==> src/rtl/cpu_types_pkg.sv <==
// rtl/cpu_types_pkg.sv - shared pipeline control types
package cpu_types_pkg;

  typedef enum logic [1:0] {
    PIPE_ENABLE = 2'd0,
    PIPE_NOP    = 2'd1,
    PIPE_STALL  = 2'd2,
    PIPE_FLUSH  = 2'd3
  } pipe_state_t;

  localparam logic [15:0] STALL_CNT_MAX = 16'hFFFF;

endpackage

==> src/rtl/pipeline_stage_reg_if.sv <==
// rtl/pipeline_stage_reg_if.sv - upstream/downstream ready-valid handshake bundle
interface pipeline_stage_reg_if #(
  parameter int DATA_W = 128
);
  logic              in_valid;
  logic [DATA_W-1:0] in_data;
  logic              in_ready;
  logic              out_valid;
  logic [DATA_W-1:0] out_data;
  logic              out_ready;

  modport master (
    output in_valid, in_data, out_ready,
    input  in_ready, out_valid, out_data
  );

  modport slave (
    input  in_valid, in_data, out_ready,
    output in_ready, out_valid, out_data
  );
endinterface

==> src/rtl/pipe_slice.sv <==
// rtl/pipe_slice.sv - one valid+payload register with load/hold/clear
module pipe_slice #(
  parameter int                DATA_W  = 128,
  parameter logic [DATA_W-1:0] NOP_VAL = '0
) (
  input  logic              clk,
  input  logic              rst,
  input  logic              i_load,
  input  logic              i_clear,
  input  logic              i_valid,
  input  logic [DATA_W-1:0] i_data,
  output logic              o_valid,
  output logic [DATA_W-1:0] o_data
);
  logic              r_valid;
  logic [DATA_W-1:0] r_data;

  always_ff @(posedge clk) begin
    if (rst || i_clear) begin
      r_valid <= 1'b0;
      r_data  <= NOP_VAL;
    end else if (i_load) begin
      r_valid <= i_valid;
      r_data  <= i_valid ? i_data : NOP_VAL;
    end
  end

  assign o_valid = r_valid;
  assign o_data  = r_data;
endmodule

==> src/rtl/pipeline_stage_reg.sv <==
// rtl/pipeline_stage_reg.sv - elastic DEPTH-slice stage register with hazard commands
// PIPE_SKID_EN adds a one-entry skid ahead of slice 0 and decouples in_ready from out_ready.
module pipeline_stage_reg
  import cpu_types_pkg::*;
#(
  parameter int                DATA_W  = 128,
  parameter int                DEPTH   = 1,
  parameter logic [DATA_W-1:0] NOP_VAL = '0
) (
  input  logic                       CLK,
  input  logic                       RST,
  input  pipe_state_t                cmd,
  pipeline_stage_reg_if.slave        bus,
  output logic [$clog2(DEPTH+2)-1:0] occupancy,
  output logic [15:0]                stall_cnt
);
  localparam int OCC_W = $clog2(DEPTH+2);

  logic              w_enable, w_nop, w_flush, w_hold, w_run;
  logic              w_in_ready, w_fire;
  logic              w_head_v;
  logic [DATA_W-1:0] w_head_d;
  logic [DEPTH-1:0]  w_v, w_adv, w_load, w_src_v, w_nxt_v;
  logic [DATA_W-1:0] w_d     [DEPTH];
  logic [DATA_W-1:0] w_src_d [DEPTH];
  logic [OCC_W-1:0]  w_occ_nxt, r_occ;
  logic [15:0]       r_stall_cnt;

  always_comb begin
    w_enable = 1'b0;
    w_nop    = 1'b0;
    w_flush  = 1'b0;
    w_hold   = 1'b0;
    case (cmd)
      PIPE_ENABLE: w_enable = 1'b1;
      PIPE_NOP:    w_nop    = 1'b1;
      PIPE_FLUSH:  w_flush  = 1'b1;
      default:     w_hold   = 1'b1;
    endcase
  end

  assign w_run = w_enable || w_nop;

`ifdef PIPE_SKID_EN
  logic              r_skid_v, w_skid_nxt_v;
  logic [DATA_W-1:0] r_skid_d, w_skid_nxt_d;

  assign w_in_ready = w_enable && !r_skid_v;
  assign w_fire     = bus.in_valid && w_in_ready;
  // A held skid entry always goes ahead of fresh input to keep order.
  assign w_head_v   = r_skid_v || w_fire;
  assign w_head_d   = r_skid_v ? r_skid_d : bus.in_data;

  always_comb begin
    w_skid_nxt_v = r_skid_v;
    w_skid_nxt_d = r_skid_d;
    if (w_flush) begin
      w_skid_nxt_v = 1'b0;
      w_skid_nxt_d = NOP_VAL;
    end else if (w_run) begin
      if (r_skid_v && w_adv[0]) begin
        w_skid_nxt_v = 1'b0;
        w_skid_nxt_d = NOP_VAL;
      end else if (!r_skid_v && w_fire && !w_adv[0]) begin
        w_skid_nxt_v = 1'b1;
        w_skid_nxt_d = bus.in_data;
      end
    end
  end

  always_ff @(posedge CLK) begin
    if (RST) begin
      r_skid_v <= 1'b0;
      r_skid_d <= NOP_VAL;
    end else begin
      r_skid_v <= w_skid_nxt_v;
      r_skid_d <= w_skid_nxt_d;
    end
  end
`else
  assign w_in_ready = w_enable && w_adv[0];
  assign w_fire     = bus.in_valid && w_in_ready;
  assign w_head_v   = w_fire;
  assign w_head_d   = bus.in_data;
`endif

  for (genvar g = 0; g < DEPTH; g++) begin : g_slice
    if (g == 0) begin : g_head
      assign w_src_v[g] = w_head_v;
      assign w_src_d[g] = w_head_d;
    end else begin : g_chain
      assign w_src_v[g] = w_v[g-1];
      assign w_src_d[g] = w_d[g-1];
    end

    // A slice can move when it, or any slice downstream of it, has room.
    assign w_adv[g]   = bus.out_ready || !(&w_v[DEPTH-1:g]);
    assign w_load[g]  = w_run && w_adv[g];
    assign w_nxt_v[g] = !w_flush && (w_load[g] ? w_src_v[g] : w_v[g]);

    pipe_slice #(
      .DATA_W  (DATA_W),
      .NOP_VAL (NOP_VAL)
    ) u_slice (
      .clk     (CLK),
      .rst     (RST),
      .i_load  (w_load[g]),
      .i_clear (w_flush),
      .i_valid (w_src_v[g]),
      .i_data  (w_src_d[g]),
      .o_valid (w_v[g]),
      .o_data  (w_d[g])
    );
  end

  always_comb begin
    w_occ_nxt = '0;
    for (int i = 0; i < DEPTH; i++) begin
      w_occ_nxt = w_occ_nxt + OCC_W'(w_nxt_v[i]);
    end
`ifdef PIPE_SKID_EN
    w_occ_nxt = w_occ_nxt + OCC_W'(w_skid_nxt_v);
`endif
  end

  always_ff @(posedge CLK) begin
    if (RST) begin
      r_occ       <= '0;
      r_stall_cnt <= '0;
    end else begin
      r_occ <= w_occ_nxt;
      if (w_hold && (r_stall_cnt != STALL_CNT_MAX)) begin
        r_stall_cnt <= r_stall_cnt + 16'd1;
      end
    end
  end

  assign bus.in_ready  = w_in_ready;
  assign bus.out_valid = w_v[DEPTH-1] && w_run;
  assign bus.out_data  = w_d[DEPTH-1];
  assign occupancy     = r_occ;
  assign stall_cnt     = r_stall_cnt;
endmodule

==> src/flat_wrapper.sv <==
// flat-port wrapper written by rule: the top's interface ports become plain ports
module pipeline_stage_reg_flat import cpu_types_pkg::*;
#(
  parameter int                DATA_W  = 128,
  parameter int                DEPTH   = 1,
  parameter logic [DATA_W-1:0] NOP_VAL = '0
)
  (CLK, RST, cmd, occupancy, stall_cnt, bus_in_valid, bus_in_data, bus_out_ready, bus_in_ready, bus_out_valid, bus_out_data);
  pipeline_stage_reg_if #(.DATA_W(DATA_W)) bus_i ();
  input  logic CLK;
  input  logic RST;
  input  pipe_state_t cmd;
  output logic [$clog2(DEPTH+2)-1:0] occupancy;
  output logic [15:0] stall_cnt;
  input wire logic [$bits(bus_i.in_valid)-1:0] bus_in_valid;
  input wire logic [$bits(bus_i.in_data)-1:0] bus_in_data;
  input wire logic [$bits(bus_i.out_ready)-1:0] bus_out_ready;
  output wire logic [$bits(bus_i.in_ready)-1:0] bus_in_ready;
  output wire logic [$bits(bus_i.out_valid)-1:0] bus_out_valid;
  output wire logic [$bits(bus_i.out_data)-1:0] bus_out_data;
  assign bus_i.in_valid = bus_in_valid;
  assign bus_i.in_data = bus_in_data;
  assign bus_i.out_ready = bus_out_ready;
  assign bus_in_ready = bus_i.in_ready;
  assign bus_out_valid = bus_i.out_valid;
  assign bus_out_data = bus_i.out_data;
  pipeline_stage_reg #(.DATA_W(DATA_W), .DEPTH(DEPTH), .NOP_VAL(NOP_VAL)) u_core (.CLK(CLK), .RST(RST), .cmd(cmd), .bus(bus_i), .occupancy(occupancy), .stall_cnt(stall_cnt));
endmodule
==> config.mk <==
export PLATFORM = sky130hd
export DESIGN_NAME = pipeline_stage_reg_flat
export DESIGN_NICKNAME = d
export VERILOG_FILES = /design/src/rtl/cpu_types_pkg.sv /design/src/rtl/pipeline_stage_reg_if.sv /design/src/rtl/pipe_slice.sv /design/src/rtl/pipeline_stage_reg.sv /design/src/flat_wrapper.sv
export SDC_FILE = /design/constraint.sdc
export NUM_CORES = 1
export LEC_CHECK = 0
export ABC_AREA = 0
export ABC_CLOCK_PERIOD_IN_PS = 2210
export BUFFER_PORTS_ARGS = -buffer_cell sky130_fd_sc_hd__buf_2
export CAP_MARGIN = 20
export CORE_MARGIN = 4
export CORE_UTILIZATION = 45
export CTS_CLUSTER_SIZE = 20
export DETAILED_ROUTE_END_ITERATION = 10
export GPL_TIMING_DRIVEN = 0
export PLACE_DENSITY_LB_ADDON = 0.08
export SYNTH_ARGS = -nofsm -noshare
export SYNTH_HDL_FRONTEND = slang
export SYNTH_HIERARCHICAL = 1
export SYNTH_SLANG_ARGS = --single-unit
==> constraint.sdc <==
create_clock -name CLK -period 2.21 [get_ports CLK]
set_clock_uncertainty 0.1 [all_clocks]
set_input_delay 0.3315 -clock CLK [delete_from_list [all_inputs] [get_ports CLK]]
set_output_delay 0.3315 -clock CLK [all_outputs]
set_load 0.02 [all_outputs]
==> flow_summary.ini <==
[hold_path]
hp-class = input pin to flip-flop

[global_route]
grtUsageTotal_pct = 22.74
overflow = 0
antenna_found_initial = 1
grt_max_degree = 17
grt_pass1_vias = 5723
grt_pass1_wl_um = 29260

[logic_synthesis]
synth_seq_area_share_pct = 47.44
syn_inst = 689
yosys_warnings = 6
synth_compound_area_share_pct = 13.28
async_flop_share_pct = 0
synth_area_leaders = dfxtp_1, nand2b_1, a21oi_1
synth-simple-area-share_pct = 31.68
syn_area_per_cell_um2 = 8.942
synth_mux_area_share_pct = 1.767
synth_top_family_by_area = simple AND/OR/NAND/NOR gates
ys_seq_elements = 146
synth_cell_types = 42
synth_edf_count = 0
synthTopCellsByCount = dfxtp_1, nand2b_1, a21oi_1, nand3_1, buf_2
syn_nets = 824
synth_top_area_cell = dfxtp_1
synth_xor_area_share_pct = 0
ys.flop_type = dfxtp_1
yosysMostFrequentCell = dfxtp_1
synth_top_area_share_pct = 47.44
syn_area_mm2 = 0.006161
synthAdderAreaFrac_pct = 0.2031

[sta]
setup_viol = 0
hold_viol = 0
fin_crit_ns = 2.035
tns_ns = 0
slew_violations = 0
setup_ws_ns = 0.1746
holdWs_ns = 0.08102
rsz0062_at_grt = no
slew_headroom_pct = 64.21
worstMarginPinSlew_ns = 0.5295
finalCritPeriodShare_pct = 92.10
fmax_ghz = 0.4913

[power]
leakage_nw = 3.570
ir_drop_v = 0.0004484
p_total_mw = 6.362
power.density_mw_per_mm2 = 753.0

[clock_network]
root_buffer = clkbuf_16
h-tree-depth = 4
cts.clk_slew.worst_paths_ns = 0.06
clock_latency_ns = 0.41
post_cts_buffers = 0
clock-sinks = 146
post_cts_resized = 0
clockBufferDepth = 2
ctsHoldBuffers = 0
numCtsBuffers = 17
cts_tree = yes

[placement]
dp_slack_ns = 0.1492
portBuffers = 279
hpwlAfterDp_um = 13650
routabilityCongestion = 0.7904
place_inst = 1144

[drt]
met2_length_um = 8730
viasPerCell = 5.024
wl_per_cell_um = 15.55
wl_met3_um = 1437
routed_wirelength_um = 18290
vias = 5908
dr.max_layer_used = met5
drt_first_iter_violations = 296
dr.pass1.iters = 4
drc = 0
ant_nets = 0
met1_length_um = 7680

[layout]
nets = 1122
synthToLayoutAreaGrowth_pct = 37.12
fillCellCount = 1249
stdcell_count = 1176
diodes = 0
drive_gt1_share_pct = 40.70

[critical_path]
cp_data_arrival_time_ns = 2.28
critPathCaptureType = flip-flop
crit_path_max_fanout = 10
start_kind = flip-flop
worstPathRequired_ns = 2.45
crit_type = flip-flop to flip-flop

[floorplanning]
start_util_pct = 46.16
ios = 282
dieArea_mm2 = 0.01563
coreArea_mm2 = 0.01335
rows = 42
fp.dieW_um = 125.0
die_y_um = 125.0

[run_status]
status = completed

[run]
cap_violations = 0
[registers in the layout, summed over array words and instances, names as in the netlist]
signal                          flops
u_core/occupancy                    1
u_core/g_slice.u_slice/o_valid      1
u_core/g_slice.u_slice/o_data     128
u_core/stall_cnt                   16
[power by group]
part / total (mW) / switching [mW] / internal [mW]
clock: 3.16 / 1.04 / 2.12
combinational: 0.523 / 0.303 / 0.220
sequential: 2.68 / 0.0158 / 2.66
[final timing paths]
path | from | endpoint | slack (ns) | depth (start not counted)
max | u_core/g_slice[0].u_slice/o_valid | u_core/g_slice[0].u_slice/o_data[105] | 0.17 | 7
min | bus_in_data[115] | u_core/g_slice[0].u_slice/o_data[115] | 0.08 | 3
max reg2reg | u_core/g_slice[0].u_slice/o_valid | u_core/g_slice[0].u_slice/o_data[105] | 0.17 | 7
min reg2reg | u_core/g_slice[0].u_slice/o_data[76] | u_core/g_slice[0].u_slice/o_data[76] | 0.36 | 2
[cell usage in the layout, fill, tap and decap left out, types with 4 or more instances in the layout]
cell,Yosys,layout
nor2b_1,10,10
nand2b_1,131,131
clkbuf_16,0,17
clkbuf_1,18,19
nand2_1,6,6
nand3_2,30,30
nand3_1,104,104
a21oi_2,11,11
clkbuf_8,0,4
buf_2,35,314
mux2_2,7,7
nor2_1,12,12
dfxtp_1,146,146
a21oi_1,129,129
bufinv_16,0,5
[final cells by class]
class                      count  area [µm²]  area share, %
tap                          176       220.2          2.607
multi-input combinational    479        2902          34.35
clock inverter                 9       175.2          2.073
clock buffer                  23       488.0          5.776
inverter                       2       7.507        0.08886
buffer                        62       336.6          3.984
sequential                   146        2923          34.60
timing repair buffer         279        1396          16.53
[worst max-delay path, cell delays in order, from the launching register on]
cell	delay [ns]
dfxtp_1	0.34
nor2b_1	0.17
nor3_1	0.21
and2_1	0.22
buf_2	0.30
buf_2	0.35
nand3_2	0.13
a21oi_2	0.14
[logic make-up after synthesis]
kind of cell               Yosys count
DFF                                146
buffers and inverters               64
and+or+nand+nor                    317
adders and majority gates            1
other                                1
muxes                               10
AOI/OAI and AO/OA                  150
[layer usage]
layer | track usage (%) | up-vias
met2 | 37.77 | 211
met5 | 0 | -
met3 | 7.633 | 35
met4 | 8.482 | 2
li1 | - | 2968
met1 | 27.45 | 2692
[per-stage QoR]
| step | area [µm²] | util (%) |
|---|---|---|
| final | 8448 | 63.29 |
| after global routing | 8448 | 63.29 |
| after CTS | 8441 | 63.24 |
| after detailed placement | 7777 | 58.27 |
| after global placement | 7777 | 58.27 |
| after floorplan | 6161 | - |
No activity file was read; power rests on OpenSTA's default activity.
